### src/rtl/inst_prefetch_pkg.sv
// Shared RiSC-16 constants and opcode encoding used by the prefetch unit and its bench.
package inst_prefetch_pkg;

  localparam int c_WORD_LEN = 16;
  localparam logic [c_WORD_LEN-1:0] c_NOP = 16'h0000;

  typedef enum logic [2:0] {
    OP_ADD  = 3'd0,
    OP_ADDI = 3'd1,
    OP_NAND = 3'd2,
    OP_LUI  = 3'd3,
    OP_SW   = 3'd4,
    OP_LW   = 3'd5,
    OP_BEQ  = 3'd6,
    OP_JALR = 3'd7
  } opcode_e;

  function automatic opcode_e decode_op(input logic [c_WORD_LEN-1:0] inst);
    return opcode_e'(inst[c_WORD_LEN-1 -: 3]);
  endfunction

endpackage

### src/rtl/inst_prefetch_if.sv
// Core fetch port and instruction-memory read port of the prefetch unit.
interface inst_prefetch_if
  import inst_prefetch_pkg::*;
#(
  parameter int p_WORD_LEN = c_WORD_LEN
);
  logic [p_WORD_LEN-1:0] i_pc_req;
  logic                  i_fetch_stall;
  logic [p_WORD_LEN-1:0] o_inst;
  logic                  o_inst_valid;
  logic [p_WORD_LEN-1:0] o_inst_pc;
  logic                  o_mem_req;
  logic [p_WORD_LEN-1:0] o_mem_addr;
  logic                  i_mem_gnt;
  logic                  i_mem_rvalid;
  logic [p_WORD_LEN-1:0] i_mem_rdata;

  modport master (
    input  i_pc_req, i_fetch_stall, i_mem_gnt, i_mem_rvalid, i_mem_rdata,
    output o_inst, o_inst_valid, o_inst_pc, o_mem_req, o_mem_addr
  );

  modport slave (
    output i_pc_req, i_fetch_stall, i_mem_gnt, i_mem_rvalid, i_mem_rdata,
    input  o_inst, o_inst_valid, o_inst_pc, o_mem_req, o_mem_addr
  );
endinterface

### src/rtl/inst_prefetch_fifo.sv
// Small FIFO of {pc, inst} pairs; flush wins over push and pop.
module inst_prefetch_fifo
  import inst_prefetch_pkg::*;
#(
  parameter int p_DEPTH    = 4,
  parameter int p_WORD_LEN = c_WORD_LEN
)(
  input  logic                         i_clk,
  input  logic                         i_rst,
  input  logic                         push,
  input  logic                         pop,
  input  logic                         flush,
  input  logic [p_WORD_LEN-1:0]        wr_pc,
  input  logic [p_WORD_LEN-1:0]        wr_inst,
  output logic [p_WORD_LEN-1:0]        head_pc,
  output logic [p_WORD_LEN-1:0]        head_inst,
  output logic [$clog2(p_DEPTH):0]     count
);
  localparam int AW = $clog2(p_DEPTH);
  localparam logic [AW:0] c_FULL = (AW+1)'(p_DEPTH);

  logic [p_WORD_LEN-1:0] pc_mem   [p_DEPTH];
  logic [p_WORD_LEN-1:0] inst_mem [p_DEPTH];
  logic [AW-1:0]         rd_ptr, wr_ptr;
  logic                  do_push, do_pop;

  assign do_pop  = pop && (count != '0) && !flush;
  assign do_push = push && !flush && ((count != c_FULL) || do_pop);

  // Storage carries no reset; the top masks head outputs while count is zero.
  always_ff @(posedge i_clk) begin
    if (do_push) begin
      pc_mem[wr_ptr]   <= wr_pc;
      inst_mem[wr_ptr] <= wr_inst;
    end
  end

  always_ff @(posedge i_clk or posedge i_rst) begin
    if (i_rst) begin
      rd_ptr <= '0;
      wr_ptr <= '0;
      count  <= '0;
    end else if (flush) begin
      rd_ptr <= '0;
      wr_ptr <= '0;
      count  <= '0;
    end else begin
      if (do_push) wr_ptr <= wr_ptr + AW'(1);
      if (do_pop)  rd_ptr <= rd_ptr + AW'(1);
      count <= count + (AW+1)'(do_push) - (AW+1)'(do_pop);
    end
  end

  assign head_pc   = pc_mem[rd_ptr];
  assign head_inst = inst_mem[rd_ptr];

endmodule

### src/rtl/inst_prefetch.sv
// Sequential instruction prefetcher: issues reads ahead of the core, serves hits combinationally, restarts on redirect.
module inst_prefetch
  import inst_prefetch_pkg::*;
#(
  parameter int p_DEPTH    = 4,
  parameter int p_WORD_LEN = c_WORD_LEN
)(
  input  logic          i_clk,
  input  logic          i_rst,
  inst_prefetch_if.master bus
);
  localparam int c_CW = $clog2(p_DEPTH) + 1;

  logic [p_WORD_LEN-1:0] r_fetch_pc, r_resp_pc;
  logic [p_WORD_LEN-1:0] head_pc, head_inst;
  logic [c_CW-1:0]       r_inflight, r_discard, count;
  logic                  buf_empty, hit, redirect, issue;
  logic                  gnt_fire, resp_fire, push, pop;

  assign buf_empty = (count == '0);
  assign hit       = !buf_empty && (head_pc == bus.i_pc_req);
  // With the buffer empty, the next word to land is tagged r_resp_pc, so that is the pc the core can still expect.
  assign redirect  = buf_empty ? (r_resp_pc != bus.i_pc_req) : (head_pc != bus.i_pc_req);
  assign issue     = !i_rst && !redirect &&
                     (({1'b0, count} + {1'b0, r_inflight}) < (c_CW+1)'(p_DEPTH));

  assign gnt_fire  = issue && bus.i_mem_gnt;
  assign resp_fire = bus.i_mem_rvalid && (r_inflight != '0);
  assign push      = resp_fire && !redirect && (r_discard == '0);
  assign pop       = hit && !bus.i_fetch_stall;

  assign bus.o_mem_req    = issue;
  assign bus.o_mem_addr   = r_fetch_pc;
  assign bus.o_inst_valid = hit;
  assign bus.o_inst       = hit ? head_inst : p_WORD_LEN'(c_NOP);
  assign bus.o_inst_pc    = buf_empty ? '0 : head_pc;

  always_ff @(posedge i_clk or posedge i_rst) begin
    if (i_rst) begin
      r_fetch_pc <= '0;
      r_resp_pc  <= '0;
      r_inflight <= '0;
      r_discard  <= '0;
    end else if (redirect) begin
      // Everything still outstanding belongs to the old stream, including a word landing right now.
      r_fetch_pc <= bus.i_pc_req;
      r_resp_pc  <= bus.i_pc_req;
      r_inflight <= r_inflight - c_CW'(resp_fire);
      r_discard  <= r_inflight - c_CW'(resp_fire);
    end else begin
      if (gnt_fire) r_fetch_pc <= r_fetch_pc + p_WORD_LEN'(1);
      r_inflight <= r_inflight + c_CW'(gnt_fire) - c_CW'(resp_fire);
      if (resp_fire) begin
        if (r_discard != '0) r_discard <= r_discard - c_CW'(1);
        else                 r_resp_pc <= r_resp_pc + p_WORD_LEN'(1);
      end
    end
  end

  inst_prefetch_fifo #(
    .p_DEPTH    (p_DEPTH),
    .p_WORD_LEN (p_WORD_LEN)
  ) u_fifo (
    .i_clk     (i_clk),
    .i_rst     (i_rst),
    .push      (push),
    .pop       (pop),
    .flush     (redirect),
    .wr_pc     (r_resp_pc),
    .wr_inst   (bus.i_mem_rdata),
    .head_pc   (head_pc),
    .head_inst (head_inst),
    .count     (count)
  );

endmodule

### src/flat_wrapper.sv
// flat-port wrapper written by rule: the top's interface ports become plain ports
module inst_prefetch_flat import inst_prefetch_pkg::*;
#(
  parameter int p_DEPTH    = 4,
  parameter int p_WORD_LEN = c_WORD_LEN
)
  (i_clk, i_rst, bus_i_pc_req, bus_i_fetch_stall, bus_i_mem_gnt, bus_i_mem_rvalid, bus_i_mem_rdata, bus_o_inst, bus_o_inst_valid, bus_o_inst_pc, bus_o_mem_req, bus_o_mem_addr);
  inst_prefetch_if #(.p_WORD_LEN(p_WORD_LEN)) bus_i ();
  input  logic i_clk;
  input  logic i_rst;
  input wire logic [$bits(bus_i.i_pc_req)-1:0] bus_i_pc_req;
  input wire logic [$bits(bus_i.i_fetch_stall)-1:0] bus_i_fetch_stall;
  input wire logic [$bits(bus_i.i_mem_gnt)-1:0] bus_i_mem_gnt;
  input wire logic [$bits(bus_i.i_mem_rvalid)-1:0] bus_i_mem_rvalid;
  input wire logic [$bits(bus_i.i_mem_rdata)-1:0] bus_i_mem_rdata;
  output wire logic [$bits(bus_i.o_inst)-1:0] bus_o_inst;
  output wire logic [$bits(bus_i.o_inst_valid)-1:0] bus_o_inst_valid;
  output wire logic [$bits(bus_i.o_inst_pc)-1:0] bus_o_inst_pc;
  output wire logic [$bits(bus_i.o_mem_req)-1:0] bus_o_mem_req;
  output wire logic [$bits(bus_i.o_mem_addr)-1:0] bus_o_mem_addr;
  assign bus_i.i_pc_req = bus_i_pc_req;
  assign bus_i.i_fetch_stall = bus_i_fetch_stall;
  assign bus_i.i_mem_gnt = bus_i_mem_gnt;
  assign bus_i.i_mem_rvalid = bus_i_mem_rvalid;
  assign bus_i.i_mem_rdata = bus_i_mem_rdata;
  assign bus_o_inst = bus_i.o_inst;
  assign bus_o_inst_valid = bus_i.o_inst_valid;
  assign bus_o_inst_pc = bus_i.o_inst_pc;
  assign bus_o_mem_req = bus_i.o_mem_req;
  assign bus_o_mem_addr = bus_i.o_mem_addr;
  inst_prefetch #(.p_DEPTH(p_DEPTH), .p_WORD_LEN(p_WORD_LEN)) u_core (.i_clk(i_clk), .i_rst(i_rst), .bus(bus_i));
endmodule
### config.mk
export PLATFORM = sky130hd
export DESIGN_NAME = inst_prefetch_flat
export DESIGN_NICKNAME = d
export VERILOG_FILES = /design/src/rtl/inst_prefetch_pkg.sv /design/src/rtl/inst_prefetch_if.sv /design/src/rtl/inst_prefetch_fifo.sv /design/src/rtl/inst_prefetch.sv /design/src/flat_wrapper.sv
export SDC_FILE = /design/constraint.sdc
export NUM_CORES = 1
export LEC_CHECK = 0
export ABC_CLOCK_PERIOD_IN_PS = 8800
export CAP_MARGIN = 5
export CORE_ASPECT_RATIO = 0.8
export CORE_UTILIZATION = 50
export CTS_CLUSTER_DIAMETER = 100
export DETAILED_ROUTE_END_ITERATION = 16
export PLACE_DENSITY = 0.72
export RECOVER_POWER = 100
export SLEW_MARGIN = 20
export SYNTH_ARGS = -nofsm -noshare
export SYNTH_HDL_FRONTEND = slang
export SYNTH_SLANG_ARGS = --single-unit
### constraint.sdc
create_clock -name i_clk -period 8.8 [get_ports i_clk]
set_input_delay 1.32 -clock i_clk [delete_from_list [all_inputs] [get_ports i_clk]]
set_output_delay 1.32 -clock i_clk [all_outputs]
set_load 0.02 [all_outputs]
# Yosys cells after proc, flatten, opt, wreduce, memory -nomap -nowiden
# Memories as Yosys holds them, arrays and structs flattened.
# Cells that the tools add are included.
word_totals:
  out_inout_bits: 50
  inputBits: 37
  ff_bits: 45
  n_memories: 2
  ramBits: 128
  word_cells: 74
memory_table:
  columns: ["name", "depth", "word_bits", "rd", "rd_ports_with_merged_regs", "write_ports", "line", "source"]
  rows:
  - ["u_core.u_fifo.inst_mem", 4, 16, 1, 0, 1, "inst_prefetch_fifo.sv:23", "logic [p_WORD_LEN-1:0] inst_mem [p_DEPTH];"]
  - ["u_core.u_fifo.pc_mem", 4, 16, 1, 0, 1, "inst_prefetch_fifo.sv:22", "logic [p_WORD_LEN-1:0] pc_mem [p_DEPTH];"]
classes:
  n_mux: 19
  n_addsub: 11
  order_cmp: 1
  n_reduce_logical: 29
  eq_ne: 5
ops:
  columns: ["cell", "count"]
  rows:
  - ["16-bit two-way mux", 7]
  - ["16-bit by 1-bit adder with 16-bit output (second input constant)", 2]
  - ["16-bit inequality test", 2]
  - ["16-bit equality test", 1]
  - ["3-bit two-way mux", 5]
  - ["1-bit logical AND", 12]
  - ["2-bit nonzero test", 5]
  - ["3-bit nonzero test", 3]
  - ["3-bit by 1-bit subtractor with 3-bit output", 3]
  - ["2-bit two-way mux", 4]
  - ["3-bit by 1-bit adder with 3-bit output", 2]
  - ["3-bit zero test", 2]
  - ["2-bit by 1-bit adder with 2-bit output (second input constant)", 2]
  - ["3-bit by 3-bit adder with 4-bit output", 1]
  - ["1-bit zero test", 4]
  - ["4-bit by 3-bit less-than comparator with 1-bit output (second input constant)", 1]
  - ["2-bit AND reduction", 2]
  - ["1-bit two-way mux", 3]
  - ["3-bit inequality test (second input constant)", 1]
  - ["3-bit by 1-bit subtractor with 3-bit output (second input constant)", 1]
  - ["2-bit by 1-bit inequality test with 1-bit output (second input constant)", 1]
  - ["1-bit logical OR", 1]

# Longest topological paths before layout
# Gate-level depths: netlist (run 1).
depth:
  ltp_word: 11
  ltp_mapped: 18
  mapped_depth_nobuf: 15

# Hierarchy
# A second synthesis (run 1) with hierarchy kept.
hier_totals:
  hier_cells: 543
  area_unflattened_um2: 8225.4
by_module_without_submodules:
  columns: ["module", "n_inst", "seq_area_each_um2", "area_per_inst_um2", "cells_per_inst"]
  rows:
  - ["inst_prefetch_fifo", 1, 4018.9, 5152.4, 215]
  - ["inst_prefetch", 1, 950.9, 3072.9, 328]

# Least setup slack after synthesis (run 1)
# Ideal clock, no wire load.
synth_path:
  path_type: "in2out"
  from: "in bus_i_pc_req[13]"
  to: "out bus_o_mem_req"
  required_ns: 7.480
  n_path_buf: 2
  slack_ns: 4.822
  t_arrival_ns: 2.658
  path_stages: 8
  path_cell_list: "xnor2_1 -> nand4_1 -> nor4_1 -> nand3_1 -> a21bo_1 -> buf_6 -> buf_4 -> and3_1"
synth_between:
  elab_chain_cells: 5
  elab_cells_between_ends: 6
  cone_classes: "eq/ne: 2; mux: 1; reduce/logical: 3"
synth_rtl:
  columns: ["item", "line", "source"]
  rows:
  - ["from (decl)", "flat_wrapper.sv:11", "input wire logic [$bits(bus_i.i_pc_req)-1:0] bus_i_pc_req;"]
  - ["16-bit inequality test", "inst_prefetch.sv:23", "assign redirect = buf_empty ? (r_resp_pc != bus.i_pc_req) : (head_pc != bus.i_pc_req);"]
  - ["1-bit two-way mux (*)", "inst_prefetch.sv:23", null]
  - ["1-bit zero test (*)", "inst_prefetch.sv:24", "assign issue = !i_rst && !redirect &&"]
  - ["1-bit logical AND (*) (2 in series)", "inst_prefetch.sv:24", null]
  - ["to (decl)", "flat_wrapper.sv:19", "output wire logic [$bits(bus_i.o_mem_req)-1:0] bus_o_mem_req;"]
# Every way passes the cells marked *; elsewhere a longest branch is shown, timed or not.

# Worst setup path in the final report (run 1)
layout_path:
  from: "reg u_core.u_fifo.rd_ptr[0]"
  to: "mem u_core.u_fifo.pc_mem[2][8] (netlist bit) (enable)"
layout_between:
  elab_chain_cells: 10
  elab_cells_between_ends: 16
  cone_classes: "eq/ne: 2; mux: 3; reduce/logical: 10; memory: 1"
layout_rtl:
  columns: ["item", "line", "source"]
  rows:
  - ["from (decl)", "inst_prefetch_fifo.sv:24", "logic [AW-1:0] rd_ptr, wr_ptr;"]
  - ["from (signal assigned)", "inst_prefetch_fifo.sv:49", "if (do_pop) rd_ptr <= rd_ptr + AW'(1);"]
  - ["memory read 4 x 16 bit (*)", null, null]
  - ["16-bit inequality test / 16-bit equality test (equally long branches)", "inst_prefetch.sv:23, inst_prefetch.sv:21", null]
  - ["1-bit two-way mux / 1-bit logical AND (equally long branches)", "inst_prefetch.sv:23, inst_prefetch.sv:21", null]
  - ["1-bit zero test / 1-bit logical AND (equally long branches)", null, null]
  - ["1-bit logical AND, on equally long branches (2 in series)", "inst_prefetch.sv:29, inst_prefetch_fifo.sv:27", null]
  - ["1-bit logical AND / 1-bit logical OR (equally long branches)", "inst_prefetch_fifo.sv:28", "assign do_push = push && !flush && ((count != c_FULL) || do_pop);"]
  - ["1-bit logical AND (*)", "inst_prefetch_fifo.sv:28", null]
  - ["1-bit two-way mux (*)", "inst_prefetch_fifo.sv:32", "if (do_push) begin"]
  - ["1-bit two-way mux (not written as such) (*)", "inst_prefetch_fifo.sv:33", "pc_mem[wr_ptr] <= wr_pc;"]
  - ["to (decl)", "inst_prefetch_fifo.sv:22", null]
# Marked as above.

==> results of run 1 <==
[critical path: stages (launching register included)]
cell       delay, ns
dfrtp_2         0.38
buf_4           0.53
mux4_1          0.70
xnor2_1         0.30
nand4_1         0.16
nor3_1          0.65
a21bo_2         0.27
clkbuf_1        1.86
o2bb2ai_1       0.34
and2_0          0.63
buf_4           0.47
[kinds of logic after synthesis]
family	count (synthesis)	synth area share
AND/OR/NAND/NOR	142	0.0968
flip-flops	173	0.635
multiplexers	36	0.100
adder cells (fa/ha/maj)	18	0.0307
AO/OA/AOI/OAI	45	0.0321
buffers and inverters	38	0.0259
XOR/XNOR	71	0.0794
[worst paths after layout]
kind / slack, ns / end
max: 2.12 / u_core.u_fifo.pc_mem[2][8]
min: 0.59 / u_core.r_inflight[2]
max reg2reg: 2.12 / u_core.u_fifo.pc_mem[2][8]
min reg2reg: 0.59 / u_core.r_inflight[2]
max in group asynchronous: 4.98 / u_core.u_fifo.rd_ptr[1]
min in group asynchronous: 2.26 / u_core.u_fifo.count[0]
[layout make-up]
class | instances | area [sq um] | share of cell area
flip-flops and latches | 173 | 4970 | 0.522
multi-input cells | 312 | 2650 | 0.278
repair buffers | 96 | 925 | 0.0971
clock buffers | 24 | 568 | 0.0596
well taps | 210 | 263 | 0.0276
clock inverters | 8 | 85.1 | 0.00893
inverters | 18 | 67.6 | 0.00709
[Yosys cell counts]
cell type	count	area [sq um]
xor2_1	21	184
clkbuf_1	7	26.3
mux2_2	2	22.5
nor2_1	30	113
buf_4	2	15.0
buf_12	1	20.0
and2_1	9	56.3
o21ai_0	3	15.0
nor3b_2	1	12.5
fa_1	2	40.0
nand2_1	19	71.3
inv_1	18	67.6
ha_1	16	200
o2bb2ai_2	1	15.0
nor2b_1	18	113
buf_2	5	25.0
a21bo_1	1	10.0
mux4_1	6	158
buf_6	4	45.0
o31a_1	1	8.76
a21oi_1	35	175
buf_1	1	3.75
and3_1	22	138
nand3_1	17	85.1
mux4_2	26	586
nand4_1	14	87.6
nor3_1	5	25.0
or3_1	1	6.26
nor3b_1	2	15.0
edfxtp_1	128	3840
xnor2_1	50	438
o21a_1	2	15.0
dfrtp_1	45	1130
nor4_1	2	12.5
a31oi_1	2	12.5
and3_2	1	7.51
nor3_4	1	16.3
mux2i_1	2	20.0
[flip-flops by register name, summed over array words and instances (netlist names)]
| name | cells |
|---|---|
| u_core.u_fifo.inst_mem | 64 |
| u_core.u_fifo.rd_ptr | 2 |
| u_core.r_resp_pc | 16 |
| u_core.bus.o_mem_addr | 16 |
| u_core.r_discard | 3 |
| u_core.r_inflight | 3 |
| u_core.u_fifo.count | 3 |
| u_core.u_fifo.pc_mem | 64 |
| u_core.u_fifo.wr_ptr | 2 |
[stage by stage]
step           cells  worst slack, ns  instance area, sq um  utilization
6_report         841             2.12                  9530        0.628
5_1_grt          841             1.70                  9530        0.628
4_1_cts          841             3.56                  9550        0.630
3_5_place_dp     809             3.68                  8900        0.587
3_3_place_gp     809             3.82                  8900        0.587
2_1_floorplan    523             4.82                  7830            -
[placed cells by master (no fill, tap or decap), types with 22 or more instances in the layout]
cell | netlist | routed
mux4_2 | 26 | 26
dfrtp_1 | 45 | 43
a21oi_1 | 35 | 35
dlygate4sd3_1 | 0 | 65
nor2_1 | 30 | 30
edfxtp_1 | 128 | 128
clkbuf_16 | 0 | 22
and3_1 | 22 | 22
xnor2_1 | 50 | 50
[per-layer routing]
| metal | vias up | track usage | wire, um |
|---|---|---|---|
| met2 | 112 | 0.356 | 7920 |
| met1 | 2370 | 0.298 | 7480 |
| li1 | 2130 | - | - |
| met3 | 14 | 0.0445 | 630 |
| met5 | - | 0 | 0 |
| met4 | 0 | 0.0695 | 186 |
[power by group through the flow]
stage | logic (uW) | registers, uW | clock network, uW
floorplan | 104 | 941 | 0
global placement | 157 | 942 | 0
detailed placement | 163 | 944 | 0
CTS | 165 | 928 | 806
global route | 182 | 931 | 838
finish | 161 | 928 | 794
==> impl_metrics.csv, run 1 <==
group,metric,value,unit
sta,max-slew-margin-rel,-0.750,
sta,rsz0062_at_grt,"no",
sta,setup_viol,0,
power_and_ir_drop,ir_drop,0.000145,V
die,die-area,16200,sq um
worst_setup_path,r2r_start,"u_core.u_fifo.rd_ptr[0]",
power_and_ir_drop,seq_power_share,0.493,
worst_setup_path,start_kind,"register",
drt,dr.pass1.iters,4,
worst_setup_path,startpoint,"u_core.u_fifo.rd_ptr[0]",
worst_setup_path,worstPathArrival,6.76,ns
drt,drc,0,
clock_tree,clock-root-buffer,"clkbuf_16",
die,start_util,0.516,
sta,setup_tns,0,ns
yosys,ys_types,38,
worst_hold_path,min_path_cells,1,
sta,fmax,150,MHz
worst_setup_path,crit_type,"reg2reg",
drt,wire_per_inst,19.3,um
grt,antenna_found_initial,0,
placement,portBuffers,86,
run,drv_cap,2,
drt,detail-route-antenna-nets,0,
drt,drtIter0Drc,314,
layout,drive_above_1_share,0.114,
grt,grt_pass1_vias,4774,
yosys,avgSynthCellArea,15.0,sq um
yosys,netlist_instances,523,
yosys,synthesis.area,7830,sq um
power_and_ir_drop,power_switching,420,uW
sta,fin_skew,0.0144,ns
power_and_ir_drop,clock_power_share,0.421,
worst_hold_path,hp-class,"reg2reg",
power_and_ir_drop,p_int,1460,uW
sta,fin_crit_sh,0.760,
power_and_ir_drop,swShare,0.223,
clock_tree,cts_hold_buf,0,
yosys,yosysSeqAreaShare,0.635,
sta,slew_viol_final,109,
clock_tree,cts_tree,"yes",
clock_tree,numCtsBuffers,17,
worst_setup_path,end_kind,"register",
placement,gp_congestion,0.870,
worst_setup_path,crit_fanout,62,
die,core_area,15200,sq um
placement,dp_hpwl,10700,um
clock_tree,clk_path_buf_depth,2,
yosys,synth_nets,578,
layout,fillCellCount,1110,
clock_tree,cts_resized,0,
die,rows,40,
layout,finalNetCount,673,
layout,diodes,0,
power_and_ir_drop,p_per_area,198,nW/um^2
clock_tree,cts_sinks,173,
die,fp.dieW,142,um
power_and_ir_drop,p_leak,0.00341,uW
worst_hold_path,holdCritStartpoint,"u_core.r_inflight[2]",
grt,overflow,0,
worst_setup_path,cp.required,8.88,ns
power_and_ir_drop,combPwrFrac,0.085,
drt,vias_per_cell,5.50,
grt,grt_pass1_wl,25800,um
die,die_y,114,um
status,status,"complete, but fails checks",
yosys,ys_warn_count,0,
clock_tree,insertion_delay,0.43,ns
clock_tree,h-tree-depth,4,
drt,num_vias,4626,
clock_tree,post-cts-setup-buffers,0,
grt,track_usage,0.219,
die,boundaryPins,87,
power_and_ir_drop,p_total,1880,uW
worst_setup_path,r2r_cells,10,
layout,area_delta_synth_final,21.7,%
sta,period_minus_slack,6.68,ns
yosys,ys_ff_latch,173,
drt,wl,16200,um
clock_tree,clk_pin_slew,0.07,ns
sta,finalHoldViolCount,0,
status,violations,"capacitance limit, slew limit",
sta,worstMarginPinSlew,2.63,ns
grt,grt_max_degree,63,
sta,whs,0.591,ns
Note: power is estimated with default switching activity, not from simulation.
==> run 2: changes to the inputs <==
--- a/config.mk
+++ b/config.mk
@@ -5,7 +5,7 @@
 export SDC_FILE = /design/constraint.sdc
 export NUM_CORES = 1
 export LEC_CHECK = 0
-export ABC_CLOCK_PERIOD_IN_PS = 8800
+export ABC_CLOCK_PERIOD_IN_PS = 6750
 export CAP_MARGIN = 5
 export CORE_ASPECT_RATIO = 0.8
 export CORE_UTILIZATION = 50
==> constraint.sdc (replaced) <==
create_clock -name i_clk -period 6.75 [get_ports i_clk]
set_input_delay 1.0125 -clock i_clk [delete_from_list [all_inputs] [get_ports i_clk]]
set_output_delay 1.0125 -clock i_clk [all_outputs]
set_load 0.02 [all_outputs]
==> run 2 against run 1 <==
  * The run still ends with capacitance limit, slew limit left
  * Worst hold slack got worse by 0.033 ns
  * Core utilization about the same
  * First-iteration DRC count decreased by 0.96%
  * Clock-buffer cell count decreased by 5
  * Cell area about the same
  * Global-route usage increased by 0.50 points
  * Register-to-register slack got worse by 0.83 ns
==> impl_metrics.csv, run 2 (synthesized netlist as in run 1, its figures left out) <==
group,metric,value,unit
grt,grt_pass1_wl,26500,um
die,boundaryPins,87,
placement,dp_slack,1.90,ns
worst_hold_path,min_path_cells,1,
clock_tree,insertion_delay,0.42,ns
worst_setup_path,start_kind,"register",
sta,slew_viol_final,74,
worst_setup_path,r2r_slack,1.29,ns
grt,grt_max_degree,63,
grt,grt-busiest-layer,"met2",
drt,wl,16700,um
worst_setup_path,crit_fanout,27,
sta,rsz0062_at_grt,"no",
clock_tree,cts_sinks,173,
clock_tree,cts_resized,0,
sta,worstMarginPinSlew,2.44,ns
sta,setup_viol,0,
clock_tree,post-cts-setup-buffers,0,
layout,diodes,0,
clock_tree,cts_tree,"yes",
worst_hold_path,holdCritStartpoint,"u_core.r_inflight[2]",
power_and_ir_drop,ir_drop,0.000143,V
worst_setup_path,r2r_start,"u_core.u_fifo.rd_ptr[0]",
layout,postLayoutCoreUtil,0.628,
sta,period_minus_slack,5.71,ns
worst_setup_path,cp.required,5.74,ns
die,fp.dieW,142,um
layout,reg_top3,"u_core.u_fifo.inst_mem (64), u_core.u_fifo.pc_mem (64)",
worst_hold_path,whs_endpoint,"u_core.r_inflight[2]",
worst_hold_path,hp-class,"reg2reg",
worst_setup_path,r2r_cells,10,
run,drv_cap,2,
placement,portBuffers,86,
sta,setup_tns,0,ns
grt,grt_pass1_vias,4844,
clock_tree,cts_hold_buf,0,
power_and_ir_drop,p_per_area,261,nW/um^2
status,status,"complete, but fails checks",
drt,vias_per_cell,5.56,
sta,max-slew-margin-rel,-0.628,
drt,drc,0,
drt,num_vias,4679,
grt,track_usage,0.224,
worst_setup_path,crit_type,"reg2out",
layout,area_delta_synth_final,21.7,%
drt,dr.pass1.iters,5,
grt,antenna_found_initial,0,
die,die-area,16200,sq um
placement,dp_hpwl,11200,um
clock_tree,clock-root-buffer,"clkbuf_16",
clock_tree,h-tree-depth,4,
die,start_util,0.516,
drt,drtIter0Drc,311,
drt,wire_per_inst,19.9,um
sta,fin_crit_sh,0.846,
sta,fin_skew,0.00957,ns
layout,finalNetCount,673,
layout,final_common_cell,"edfxtp_1",
clock_tree,clk_path_buf_depth,2,
worst_setup_path,end_kind,"output pin",
sta,worst_slack,1.04,ns
die,die_y,114,um
grt,use_met2,0.359,
worst_setup_path,worstReg2RegEnd,"u_core.u_fifo.pc_mem[1][10]",
grt,overflow,0,
status,violations,"capacitance limit, slew limit",
grt,grt_use_met3,0.0537,
placement,gp_congestion,0.813,
clock_tree,numCtsBuffers,17,
layout,drive_above_1_share,0.114,
drt,detail-route-antenna-nets,0,
die,core_area,15200,sq um
sta,finalHoldViolCount,0,
power_and_ir_drop,p_leak,0.00342,uW
layout,layout_common_cells,"edfxtp_1 (128), dlygate4sd3_1 (65), xnor2_1 (50)",
worst_setup_path,worstPathArrival,4.70,ns
worst_setup_path,startpoint,"u_core.u_fifo.rd_ptr[0]",
clock_tree,clk_pin_slew,0.07,ns
grt,gr-usage-met1,0.308,
die,rows,40,
sta,fmax,175,MHz
==> run 2: per-stage QoR <==
step | power (uW) | instance area [sq um] | hold slack (ns) | cells
2_1_floorplan | 1360 | 7830 | 0.509 | 523
3_5_place_dp | 1450 | 8900 | 0.550 | 809
4_1_cts | 2510 | 9550 | 0.562 | 841
6_report | 2490 | 9530 | 0.558 | 841
3_3_place_gp | 1440 | 8900 | 0.535 | 809
5_1_grt | 2570 | 9530 | 0.581 | 841
==> run 2: worst max-delay path by stage <==
stage	slack, ns	end	depth (start not counted)
3_3_place_gp	1.99	u_core.u_fifo.count[2]	17
4_1_cts	1.66	bus_o_inst[0]	7
2_1_floorplan	3.34	u_core.u_fifo.count[2]	16
6_report	1.04	bus_o_inst[0]	7
3_5_place_dp	1.90	u_core.u_fifo.count[2]	17
5_1_grt	0.82	bus_o_inst[3]	7
==> run 2: worst max-delay path: stages (launching register included) <==
cell and delay [ns]:
dfrtp_1 1.46, mux4_2 0.69, xnor2_1 0.17, nand4_1 0.25, nor3b_1 0.52, buf_4 0.29
and3_1 0.19, dlygate4sd3_1 0.68
==> run 2: layer usage <==
layer  vias up  wire [um]  part of all wire
met3        12        996             0.059
li1       2130          -                 -
met4         0        184             0.011
met1      2370       7560              0.45
met5         -          0                 0
met2       167       8010              0.48
==> run 2: report_power, final <==
part	total, uW	switching (uW)	leakage (uW)	internal (uW)
registers	1210	37.3	0.00169	1170
logic	209	110	0.00142	99.8
clock network	1070	407	0.000306	660
total	2490	554	0.00342	1930
==> run 2: layout make-up <==
cell class | count | area, sq um
clock inverters | 13 | 213
multi-input cells | 312 | 2660
repair buffers | 96 | 927
clock buffers | 19 | 433
inverters | 18 | 67.6
flip-flops and latches | 173 | 4970
well taps | 210 | 263
fillers | 1106 | 5630
==> run 3: changes to the inputs <==
--- a/config.mk
+++ b/config.mk
@@ -5,13 +5,13 @@
 export SDC_FILE = /design/constraint.sdc
 export NUM_CORES = 1
 export LEC_CHECK = 0
-export ABC_CLOCK_PERIOD_IN_PS = 6750
+export ABC_CLOCK_PERIOD_IN_PS = 4700
 export CAP_MARGIN = 5
 export CORE_ASPECT_RATIO = 0.8
 export CORE_UTILIZATION = 50
 export CTS_CLUSTER_DIAMETER = 100
 export DETAILED_ROUTE_END_ITERATION = 16
-export PLACE_DENSITY = 0.72
+export PLACE_DENSITY = 0.75
 export RECOVER_POWER = 100
 export SLEW_MARGIN = 20
 export SYNTH_ARGS = -nofsm -noshare
==> constraint.sdc (replaced) <==
create_clock -name i_clk -period 4.7 [get_ports i_clk]
set_input_delay 0.705 -clock i_clk [delete_from_list [all_inputs] [get_ports i_clk]]
set_output_delay 0.705 -clock i_clk [all_outputs]
set_load 0.02 [all_outputs]
==> run 3 against run 2 <==
  * The run still ends with capacitance limit, slew limit left
  * Setup slack worse by 0.72 ns
  * Combinational power is 48% higher
  * Die area unchanged
  * Clock-buffer cell count did not move
  * Sequential power grew 44%
  * Global-route usage is 0.70 points higher
  * Clock skew hardly changed
  * Non-clock buffer count increased by 5
  * Cell area unchanged
  * Critical path depth did not move
  * Flip-flop and latch count stayed put
==> impl_metrics.csv, run 3 (synthesized netlist as in run 1, its figures left out) <==
group,metric,value,unit
status,status,"complete, but fails checks",
status,violations,"capacitance limit, slew limit",
grt,antenna_found_initial,0,
die,fp.dieW,142,um
die,die-area,16200,sq um
power_and_ir_drop,ir_drop,0.000261,V
placement,dp_slack,0.430,ns
worst_hold_path,hp-class,"reg2reg",
worst_setup_path,end_kind,"output pin",
clock_tree,numCtsBuffers,17,
power_and_ir_drop,p_int,2710,uW
clock_tree,h-tree-depth,4,
grt,track_usage,0.231,
sta,finalHoldViolCount,0,
sta,fin_skew,0.00953,ns
clock_tree,clk_pin_slew,0.06,ns
worst_setup_path,start_kind,"register",
drt,drc,0,
layout,area_delta_synth_final,21.7,%
worst_setup_path,crit_fanout,17,
layout,multi_input_area,2660,sq um
worst_hold_path,min_path_cells,1,
power_and_ir_drop,p_per_area,366,nW/um^2
clock_tree,clk_path_buf_depth,2,
placement,portBuffers,86,
sta,period_minus_slack,4.38,ns
power_and_ir_drop,combPwrFrac,0.088,
placement,dp_hpwl,11600,um
power_and_ir_drop,seq_power_share,0.498,
drt,dr.pass1.iters,4,
run,drv_cap,1,
power_and_ir_drop,clock_power_share,0.414,
power_and_ir_drop,p_total,3490,uW
worst_setup_path,crit_type,"reg2out",
drt,wire_per_inst,20.1,um
drt,num_vias,4690,
worst_setup_path,r2r_start,"u_core.u_fifo.rd_ptr[0]",
worst_setup_path,worstPathArrival,3.68,ns
sta,fmax,228,MHz
drt,detail-route-antenna-nets,0,
sta,slew_viol_final,46,
clock_tree,cts_sinks,173,
grt,overflow,0,
power_and_ir_drop,swShare,0.223,
drt,wl,17000,um
power_and_ir_drop,p_leak,0.00343,uW
worst_hold_path,whs_endpoint,"u_core.r_inflight[2]",
die,start_util,0.516,
sta,fin_crit_sh,0.933,
worst_setup_path,r2r_cells,8,
placement,gp_congestion,0.864,
grt,grt_pass1_vias,4854,
layout,regArea,4970,sq um
die,die_y,114,um
die,boundaryPins,87,
clock_tree,insertion_delay,0.43,ns
layout,diodes,0,
die,core_area,15200,sq um
layout,drive_above_1_share,0.119,
sta,setup_tns,0,ns
drt,vias_per_cell,5.54,
power_and_ir_drop,power_switching,779,uW
layout,finalNetCount,678,
sta,rsz0062_at_grt,"no",
worst_setup_path,worstReg2RegEnd,"u_core.u_fifo.pc_mem[0][10]",
sta,whs,0.572,ns
sta,max-slew-margin-rel,-0.672,
layout,layout_common_cells,"edfxtp_1 (128), dlygate4sd3_1 (65), xnor2_1 (50)",
worst_setup_path,cp.required,3.99,ns
clock_tree,clock-root-buffer,"clkbuf_16",
layout,fillCellCount,1101,
grt,grt_max_degree,50,
sta,setup_viol,0,
sta,worst_slack,0.316,ns
clock_tree,cts_tree,"yes",
drt,drtIter0Drc,400,
grt,grt_pass1_wl,26800,um
sta,worstMarginPinSlew,2.51,ns
worst_setup_path,r2r_slack,0.36,ns
worst_hold_path,holdCritStartpoint,"u_core.r_inflight[2]",
die,rows,40,
layout,reg_top3,"u_core.u_fifo.inst_mem (64), u_core.u_fifo.pc_mem (64)",
layout,final_common_cell,"edfxtp_1",
-- run 3: cell types whose count changed in the layout (fill, tap and decap cells not counted), sizes merged --
cell / delta
clkinv: +5
buf: +4
inv: -3
bufinv: -1
clkbuf: +1
clkinvlp: -1
-- run 3: critical path: stages, from the launching register on --
cell and delay, ns:
dfrtp_4 0.64, mux4_1 0.67, xnor2_1 0.31, nand4_1 0.20, nor3_4 0.34, a21bo_4 0.30
and3_1 0.19, clkdlybuf4s50_1 0.60
-- run 3: repair_timing --
item	4_1_cts	5_1_grt
hold buffers	0	0
endpoints found under the hold margin	0	0
setup buffers	0	0
setup endpoints to repair	0	1
gates resized for setup	0	3
-- run 3: layout make-up --
| type | count | area share |
|---|---|---|
| Clock buffer | 19 | 0.0454 |
| Clock inverter | 13 | 0.0181 |
| Inverter | 18 | 0.00709 |
| Multi-Input combinational cell | 312 | 0.279 |
| Sequential cell | 173 | 0.522 |
| Tap cell | 210 | 0.0276 |
| Timing Repair Buffer | 101 | 0.100 |
-- run 3: stage by stage --
stage / area, sq um / std cells / utilization
2_1_floorplan: 7830 / 523 / -
3_3_place_gp: 8990 / 814 / 0.593
3_5_place_dp: 8990 / 814 / 0.593
4_1_cts: 9590 / 846 / 0.633
5_1_grt: 9530 / 846 / 0.628
6_report: 9530 / 846 / 0.628
-- run 3: how the worst max path moves through the flow --
stage	startpoint	endpoint	slack (ns)	cells after the start
final	u_core.u_fifo.rd_ptr[0]	bus_o_mem_req	0.32	7
after global routing	u_core.u_fifo.rd_ptr[0]	u_core.u_fifo.pc_mem[3][11]	0.06	8
after CTS	u_core.u_fifo.rd_ptr[0]	bus_o_mem_req	0.04	7
after detailed placement	u_core.u_fifo.rd_ptr[0]	u_core.u_fifo.count[2]	0.43	15
after global placement	u_core.u_fifo.rd_ptr[0]	u_core.u_fifo.count[2]	0.57	15
after floorplan	u_core.u_fifo.rd_ptr[0]	u_core.u_fifo.count[2]	1.29	18
-- run 3: metal layers --
layer | track usage | routed length (um) | up-vias | part of all wire
li1 | - | - | 2142 | -
met1 | 0.300 | 7110 | 2360 | 0.42
met2 | 0.380 | 8640 | 170 | 0.51
met3 | 0.0533 | 1030 | 18 | 0.060
met4 | 0.0910 | 251 | 0 | 0.015
met5 | 0 | 0 | - | 0
-- run 3: power by group through the flow --
stage | Clock [uW] | Sequential (uW) | Combinational [uW]
finish | 1440 | 1740 | 309
global placement | 0 | 1760 | 294
floorplan | 0 | 1760 | 195
global route | 1530 | 1740 | 349
detailed placement | 0 | 1770 | 314
CTS | 1460 | 1740 | 319
